--- src/rtl/metric_memory_pkg.sv ---
`default_nettype none
// ============================================================================
// Module   : metric_memory_pkg
// Purpose  : Shared parameters for the Viterbi path-metric memory and the
//            ACS unit that feeds it, plus the init-sweep state encoding.
// Ports    : none (package)
// Revision : 1.0 - initial release
// ============================================================================
package metric_memory_pkg;

    // Segment address width; the trellis holds 2^(WD_FSM+2) states.
    localparam int WD_FSM   = 6;
    // Two's-complement path-metric width.
    localparam int WD_METR  = 8;
    // Width of a full state index.
    localparam int WD_STATE = WD_FSM + 2;
    // Number of ACS lanes working in parallel.
    localparam int N_ACS    = 4;
    // Starting metric of every state except state 0.
    localparam logic [WD_METR-1:0] INIT_HIGH = 8'h40;

    // ACS unit constants: a radix-2 butterfly reads two old metrics per lane.
    localparam int ACS_RADIX        = 2;
    localparam int METRICS_PER_WORD = ACS_RADIX * N_ACS;

    // Initialisation sweep controller states.
    typedef enum logic [0:0] {
        IDLE  = 1'b0,
        SWEEP = 1'b1
    } init_state_t;

endpackage
`default_nettype wire

--- src/rtl/metric_bank.sv ---
`default_nettype none
// ============================================================================
// Module   : metric_bank
// Purpose  : One bank of path metrics. Combinational word read, synchronous
//            write of the low half, the high half, or both halves of a word.
// Ports    : Clock2  - write clock (rising edge)
//            rd_addr - word index for the combinational read
//            rd_data - word at rd_addr
//            wr_lo   - write low half-word of wr_addr
//            wr_hi   - write high half-word of wr_addr
//            wr_addr - word index for the write
//            wr_data - full-word write data (each half taken when enabled)
// Revision : 1.0 - initial release
// ============================================================================
module metric_bank
    import metric_memory_pkg::*;
#(
    parameter int ADDR_W = 5,
    parameter int HALF_W = 32
) (
    input  logic                Clock2,
    input  logic [ADDR_W-1:0]   rd_addr,
    output logic [2*HALF_W-1:0] rd_data,
    input  logic                wr_lo,
    input  logic                wr_hi,
    input  logic [ADDR_W-1:0]   wr_addr,
    input  logic [2*HALF_W-1:0] wr_data
);

    // No reset on the array: contents survive Reset and are only defined
    // after an initialisation sweep.
    logic [2*HALF_W-1:0] mem [2**ADDR_W];

    always_ff @(posedge Clock2) begin
        if (wr_lo) begin
            mem[wr_addr][HALF_W-1:0] <= wr_data[HALF_W-1:0];
        end
        if (wr_hi) begin
            mem[wr_addr][2*HALF_W-1:HALF_W] <= wr_data[2*HALF_W-1:HALF_W];
        end
    end

    assign rd_data = mem[rd_addr];

endmodule
`default_nettype wire

--- src/rtl/metric_memory.sv ---
`default_nettype none
// ============================================================================
// Module   : metric_memory
// Purpose  : Double-buffered path-metric store for a Viterbi decoder. The ACS
//            unit reads old metrics from one bank while writing new metrics
//            into the other; an init sweep loads starting metrics into both.
// Ports    : Clock2         - clock, rising edge
//            Reset          - asynchronous active-low reset (FSM only)
//            Active         - enable ACS write-back
//            Init           - one-cycle pulse starting the init sweep
//            MMBlockSelect  - read bank; writes go to the other bank
//            MMReadAddress  - read word index
//            MMWriteAddress - write half-word index (bit 0 picks the half)
//            MMMetric       - N_ACS new metrics, lane i at [W*(i+1)-1:W*i]
//            MMPathMetric   - 2*N_ACS old metrics of the selected word
//            InitBusy       - high while the init sweep runs
// Revision : 1.0 - initial release
// ============================================================================
module metric_memory #(
    parameter int WD_FSM  = metric_memory_pkg::WD_FSM,
    parameter int WD_METR = metric_memory_pkg::WD_METR,
    parameter int N_ACS   = metric_memory_pkg::N_ACS,
    parameter logic [WD_METR-1:0] INIT_HIGH = metric_memory_pkg::INIT_HIGH
) (
    input  logic                        Clock2,
    input  logic                        Reset,
    input  logic                        Active,
    input  logic                        Init,
    input  logic                        MMBlockSelect,
    input  logic [WD_FSM-2:0]           MMReadAddress,
    input  logic [WD_FSM-1:0]           MMWriteAddress,
    input  logic [WD_METR*N_ACS-1:0]    MMMetric,
    output logic [WD_METR*2*N_ACS-1:0]  MMPathMetric,
    output logic                        InitBusy
);
    import metric_memory_pkg::*;

    localparam int ADDR_W = WD_FSM - 1;
    localparam int HALF_W = WD_METR * N_ACS;
    localparam int WORD_W = 2 * HALF_W;

    init_state_t       state;
    init_state_t       state_next;
    logic [ADDR_W-1:0] count;
    logic [ADDR_W-1:0] count_next;

    logic              sweep_we;
    logic              acs_we;
    logic [WORD_W-1:0] sweep_data;
    logic [ADDR_W-1:0] wr_addr;
    logic [WORD_W-1:0] wr_data;
    logic              acs_lo;
    logic              acs_hi;
    logic [WORD_W-1:0] rd_word [2];

    // ---------------- init sweep controller ----------------
    always_ff @(posedge Clock2 or negedge Reset) begin
        if (!Reset) begin
            state <= IDLE;
            count <= '0;
        end else begin
            state <= state_next;
            count <= count_next;
        end
    end

    // Init has priority over everything, including a sweep in progress,
    // so a second pulse simply restarts from word 0.
    always_comb begin
        state_next = state;
        count_next = count;
        if (Init) begin
            state_next = SWEEP;
            count_next = '0;
        end else if (state == SWEEP) begin
            count_next = count + 1'b1;
            if (count == '1) begin
                state_next = IDLE;
            end
        end
    end

    assign InitBusy = (state == SWEEP);

    // ---------------- write path ----------------
    assign sweep_we = (state == SWEEP);
    // ACS results arriving while Init or a sweep is active are dropped.
    assign acs_we   = Active && !Init && (state == IDLE);
    assign acs_lo   = acs_we && !MMWriteAddress[0];
    assign acs_hi   = acs_we &&  MMWriteAddress[0];

    // State 0 starts at zero, every other state at INIT_HIGH.
    always_comb begin
        sweep_data = {(2*N_ACS){INIT_HIGH}};
        if (count == '0) begin
            sweep_data[WD_METR-1:0] = '0;
        end
    end

    // The ACS half-word is replicated into both halves; the half enables
    // decide which copy lands.
    assign wr_addr = sweep_we ? count      : MMWriteAddress[WD_FSM-1:1];
    assign wr_data = sweep_we ? sweep_data : {MMMetric, MMMetric};

    // ---------------- banks ----------------
    for (genvar b = 0; b < 2; b++) begin : g_bank
        logic bank_wr_lo;
        logic bank_wr_hi;
        logic is_write_bank;

        // ACS writes only target the bank not selected for reads.
        assign is_write_bank = (MMBlockSelect != 1'(b));
        assign bank_wr_lo    = sweep_we || (acs_lo && is_write_bank);
        assign bank_wr_hi    = sweep_we || (acs_hi && is_write_bank);

        metric_bank #(
            .ADDR_W (ADDR_W),
            .HALF_W (HALF_W)
        ) u_bank (
            .Clock2  (Clock2),
            .rd_addr (MMReadAddress),
            .rd_data (rd_word[b]),
            .wr_lo   (bank_wr_lo),
            .wr_hi   (bank_wr_hi),
            .wr_addr (wr_addr),
            .wr_data (wr_data)
        );
    end

    // Bank select is deliberately unregistered: a toggle shows up at once.
    assign MMPathMetric = MMBlockSelect ? rd_word[1] : rd_word[0];

endmodule
`default_nettype wire

--- config.mk ---
export PLATFORM = sky130hd
export DESIGN_NAME = metric_memory
export DESIGN_NICKNAME = d
export VERILOG_FILES = /design/src/rtl/metric_memory_pkg.sv /design/src/rtl/metric_bank.sv /design/src/rtl/metric_memory.sv
export SDC_FILE = /design/constraint.sdc
export NUM_CORES = 2
export LEC_CHECK = 0
export ABC_AREA = 1
export ABC_CLOCK_PERIOD_IN_PS = 7800
export CAP_MARGIN = 10
export CELL_PAD_IN_SITES_DETAIL_PLACEMENT = 1
export CELL_PAD_IN_SITES_GLOBAL_PLACEMENT = 2
export CORE_ASPECT_RATIO = 1.4
export CORE_MARGIN = 4
export CORE_UTILIZATION = 48
export DETAILED_ROUTE_END_ITERATION = 12
export HOLD_SLACK_MARGIN = 0.02
export PLACE_DENSITY_LB_ADDON = 0.1
export SLEW_MARGIN = 20
export SYNTH_ARGS = -nofsm -noshare
export SYNTH_HDL_FRONTEND = slang
export SYNTH_SLANG_ARGS = --single-unit
--- constraint.sdc ---
create_clock -name Clock2 -period 7.8 [get_ports Clock2]
set_input_delay 0.78 -clock Clock2 [delete_from_list [all_inputs] [get_ports Clock2]]
set_output_delay 0.78 -clock Clock2 [all_outputs]
set_load 0.005 [all_outputs]
==> metrics.txt <==
# TYPE chip_impl_metric gauge
chip_impl_metric{name="fp-row-count",unit=""} 254
chip_impl_metric{name="power.switching",unit="mW"} 10.54
chip_impl_metric{name="post_synth_instance_area",unit="um2"} 164800
chip_impl_info{name="clock_tree_from_tritoncts",value="done"} 1
chip_impl_metric{name="critical_path_s_largest_stage_delay",unit="ns"} 0.73
chip_impl_metric{name="grt_start_max_net_pins",unit=""} 187
chip_impl_metric{name="clkTransAtPathRegs",unit="ns"} 0.06
chip_impl_metric{name="cts_hold_buf",unit=""} 0
chip_impl_metric{name="power_report.internal_total",unit="mW"} 35.69
chip_impl_metric{name="area.sequential",unit="um2"} 123200
chip_impl_info{name="synth.area.top_cells",value="sky130_fd_sc_hd__edfxtp_1 75%, sky130_fd_sc_hd__nand3_1 12%, sky130_fd_sc_hd__nand2_1 10%, sky130_fd_sc_hd__buf_2 1.6%, sky130_fd_sc_hd__buf_4 0.56%"} 1
chip_impl_metric{name="worst_ir_drop_vdd",unit="V"} 0.0002115
chip_impl_metric{name="final_wirelength",unit="um"} 559800
chip_impl_metric{name="grt_util_all_layers",unit=""} 0.3148
chip_impl_metric{name="cts_sinks",unit=""} 4102
chip_impl_metric{name="reg2reg_depth",unit=""} 6
chip_impl_metric{name="hold_viol_final",unit=""} 0
chip_impl_metric{name="initialDrtViolationCount",unit=""} 11680
chip_impl_info{name="run_status",value="finished clean"} 1
chip_impl_metric{name="power.density_cell_area",unit="nW/um2"} 251.3
chip_impl_metric{name="remaining_drc_errors",unit=""} 0
chip_impl_info{name="grt_setup_unrepaired",value="no"} 1
chip_impl_metric{name="slew_violations",unit=""} 0
chip_impl_metric{name="critical_path_maximum_fanout",unit=""} 181
chip_impl_metric{name="power.share.combinational",unit=""} 0.061
chip_impl_metric{name="maxSlewHeadroom",unit=""} 0.1667
chip_impl_metric{name="cts.htree.levels",unit=""} 5
chip_impl_metric{name="clock_power_share",unit=""} 0.416
chip_impl_metric{name="setup-tns-final",unit="ns"} 0
chip_impl_metric{name="hold_ws",unit="ns"} 0.08278
chip_impl_metric{name="post-route-period-util",unit=""} 0.7346
chip_impl_metric{name="first_pass_grt_wire_length",unit="um"} 809500
chip_impl_metric{name="fillCellCount",unit=""} 34210
chip_impl_metric{name="design.die.area",unit="um2"} 352900
chip_impl_metric{name="postSynthCellCount",unit=""} 13570
chip_impl_metric{name="total_leakage_power",unit="nW"} 65.26
chip_impl_metric{name="seq_power_share",unit=""} 0.523
chip_impl_metric{name="post_cts_resize_count",unit=""} 0
chip_impl_info{name="worstHoldPathType",value="in -> async"} 1
chip_impl_metric{name="worst_skew_pair.late_latency",unit="ns"} 0.94
chip_impl_metric{name="die_h",unit="um"} 701.3
chip_impl_metric{name="gr-total-overflow",unit=""} 0
chip_impl_metric{name="routed-via-count",unit=""} 111900
chip_impl_metric{name="syn-num-nets",unit=""} 13620
chip_impl_metric{name="ys_ff_latch",unit=""} 4102
chip_impl_metric{name="worst-r2r-setup-slack",unit="ns"} 3.22
chip_impl_metric{name="synth_seq_area_share",unit=""} 0.7472
chip_impl_metric{name="fmaxAchievable",unit="MHz"} 174.5
chip_impl_metric{name="synth_edf_count",unit=""} 4096
chip_impl_metric{name="detail_route.vias_per_cell",unit=""} 6.113
chip_impl_info{name="critical_path.reg2reg.startpoint",value="InitBusy"} 1
chip_impl_metric{name="place_congestion",unit=""} 0.8238
chip_impl_metric{name="timing_worst_slew_pin_value",unit="ns"} 1.250
chip_impl_metric{name="dp_hpwl",unit="um"} 301500
chip_impl_metric{name="worstPathArrival",unit="ns"} 4.95
chip_impl_metric{name="synth_top_area_share",unit=""} 0.7463
chip_impl_metric{name="ant_nets",unit=""} 0
chip_impl_metric{name="total_number_of_yosys_warnings",unit=""} 0
chip_impl_info{name="worstSetupPathType",value="in -> out"} 1
chip_impl_metric{name="boundaryPins",unit=""} 113
chip_impl_metric{name="synthesis.area_per_instance",unit="um2"} 12.15
chip_impl_metric{name="post_route_cells_drive_above_1_share",unit=""} 0.07546
chip_impl_metric{name="wl_per_cell",unit="um"} 30.58
chip_impl_metric{name="syn2layout_area_growth",unit="%"} 11.62
chip_impl_info{name="synth_top_area_cell",value="sky130_fd_sc_hd__edfxtp_1"} 1
chip_impl_metric{name="clock-skew-final",unit="ns"} 0.03095
chip_impl_metric{name="dr.pass1.iters",unit=""} 5
chip_impl_metric{name="timing.final.setup_violations",unit=""} 0
chip_impl_info{name="yosys-top-cells-count",value="4464 x sky130_fd_sc_hd__nand2_1, 4096 x sky130_fd_sc_hd__edfxtp_1, 3844 x sky130_fd_sc_hd__nand3_1"} 1
chip_impl_metric{name="cts.path.max_buffers",unit=""} 4
chip_impl_info{name="synth-main-ff-cell",value="sky130_fd_sc_hd__edfxtp_1"} 1
chip_impl_info{name="reg2reg_to",value="g_bank[1].u_bank.mem[8][25]"} 1
chip_impl_metric{name="floorplan.initialDensity",unit=""} 0.4820
chip_impl_metric{name="antenna_found_initial",unit=""} 28
chip_impl_metric{name="cp_data_required_time",unit="ns"} 7.02
chip_impl_metric{name="netlist-cell-type-count",unit=""} 25
chip_impl_metric{name="cap_violations",unit=""} 0
chip_impl_metric{name="cts.repair_timing.setup_buffer_count",unit=""} 0
chip_impl_metric{name="first_global_vias",unit=""} 117500
chip_impl_info{name="root_buffer",value="sky130_fd_sc_hd__clkbuf_16"} 1
chip_impl_metric{name="swShare",unit=""} 0.2280
chip_impl_metric{name="port_buffers",unit=""} 112
chip_impl_info{name="cp_slowest_cell",value="sky130_fd_sc_hd__inv_16"} 1
chip_impl_metric{name="async_reset_ff_frac",unit=""} 0.001463
chip_impl_info{name="critical_path.cell_chain",value="buf_16 > inv_16 > buf_12 > nand2_1 > nand3_1 > nand3_1 > nand3_1 > nand3_1 > nand2_1 > nand2_1 > nand2_1 > clkdlybuf4s50_1"} 1
chip_impl_info{name="crit_path_start_kind",value="input pin"} 1
chip_impl_metric{name="floorplan.core_area",unit="um2"} 342000
chip_impl_metric{name="final_net_count",unit=""} 13530
chip_impl_info{name="worstSetupEndpointType",value="output port"} 1
chip_impl_metric{name="multi_input_comb_area",unit="um2"} 38030
chip_impl_metric{name="cts-buffers-inserted",unit=""} 401
chip_impl_metric{name="period_needed",unit="ns"} 5.730
chip_impl_info{name="most_frequently_used_cell_type_in_the_post_synthesis_netlist",value="sky130_fd_sc_hd__nand2_1"} 1
chip_impl_metric{name="die_w",unit="um"} 503.2
## per-stage QoR
step / utilization / total power, mW / worst slack [ns] / area (um2) / instances
global placement: 0.5004 / 27.38 / 2.295 / 171100 / 17560
global route: 0.5379 / 47.62 / 1.928 / 183900 / 18290
floorplan: - / 26.25 / 3.052 / 164800 / 13570
CTS: 0.5377 / 46.50 / 2.137 / 183900 / 18290
finish: 0.5380 / 46.23 / 2.070 / 184000 / 18310
detailed placement: 0.5005 / 27.46 / 2.192 / 171200 / 17560
## worst max-delay path by stage
stage                     slack (ns)  cells after the start                    endpoint              from
after CTS                       2.14                     12            MMPathMetric[50]  MMReadAddress[0]
after detailed placement        2.19                     12            MMPathMetric[50]  MMReadAddress[0]
final                           2.07                     12            MMPathMetric[20]  MMReadAddress[0]
after floorplan                 3.05                      4  g_bank[0].u_bank.mem[0][0]          InitBusy
after global routing            1.93                     12            MMPathMetric[50]  MMReadAddress[0]
after global placement          2.29                     12            MMPathMetric[50]  MMReadAddress[0]
## final cells by class
type,instances,area share
Inverter,50,0.001326
Clock buffer,476,0.05700
Clock inverter,252,0.01204
Tap cell,4480,0.03047
Multi-Input combinational cell,8502,0.2067
Sequential cell,4102,0.6694
Timing Repair Buffer,426,0.02273
Antenna cell,19,0.0002585
## flip-flops by register name (all words and copies together), names as in the netlist
signal and flops:
count 5, InitBusy 1, g_bank.u_bank.mem 4096
## worst max-delay path: cells and delay by family
family        cells  cell delay (ns)
buf+inv           4             2.01
simple gates      8             1.40
## layer usage
metal | GRT usage | vias to the layer above | share of wire | wire [um]
li1 | - | 48100 | - | -
met5 | 0 | - | 0.000068 | 38
met1 | 0.4085 | 58570 | 0.39 | 220000
met3 | 0.04170 | 1064 | 0.065 | 36650
met2 | 0.5327 | 4168 | 0.49 | 275200
met4 | 0.1364 | 6 | 0.050 | 27940
## power groups by stage
stage | clock network [mW] | registers [mW] | logic (mW)
after floorplan | 0 | 24.6 | 1.61
final | 19.2 | 24.2 | 2.82
after global placement | 0 | 24.6 | 2.73
after global routing | 20.4 | 24.2 | 3.02
after CTS | 19.5 | 24.2 | 2.82
after detailed placement | 0 | 24.7 | 2.80
## cells in the final DEF (no fill, tap or decap), types with 8 or more instances in the layout
| cell type | count |
|---|---|
| sky130_fd_sc_hd__diode_2 | 19 |
| sky130_fd_sc_hd__buf_12 | 47 |
| sky130_fd_sc_hd__nand3_1 | 3844 |
| sky130_fd_sc_hd__nand2_1 | 4464 |
| sky130_fd_sc_hd__nor2_1 | 13 |
| sky130_fd_sc_hd__clkinvlp_4 | 9 |
| sky130_fd_sc_hd__nor2_4 | 156 |
| sky130_fd_sc_hd__clkdlybuf4s50_1 | 106 |
| sky130_fd_sc_hd__inv_1 | 44 |
| sky130_fd_sc_hd__bufinv_16 | 39 |
| sky130_fd_sc_hd__clkinv_1 | 111 |
| sky130_fd_sc_hd__inv_6 | 8 |
| sky130_fd_sc_hd__clkbuf_16 | 409 |
| sky130_fd_sc_hd__edfxtp_1 | 4096 |
| sky130_fd_sc_hd__buf_4 | 263 |
| sky130_fd_sc_hd__clkinv_2 | 80 |
| sky130_fd_sc_hd__clkbuf_1 | 67 |
## cells by family after synthesis
group	Yosys count	synth area share
adders and majority gates	3	0.0002278
buffers and inverters	961	0.02959
DFF	4102	0.7472
AOI/OAI and AO/OA	13	0.0004555
and+or+nand+nor	8486	0.2225
No activity file was read; power rests on OpenSTA's default activity.
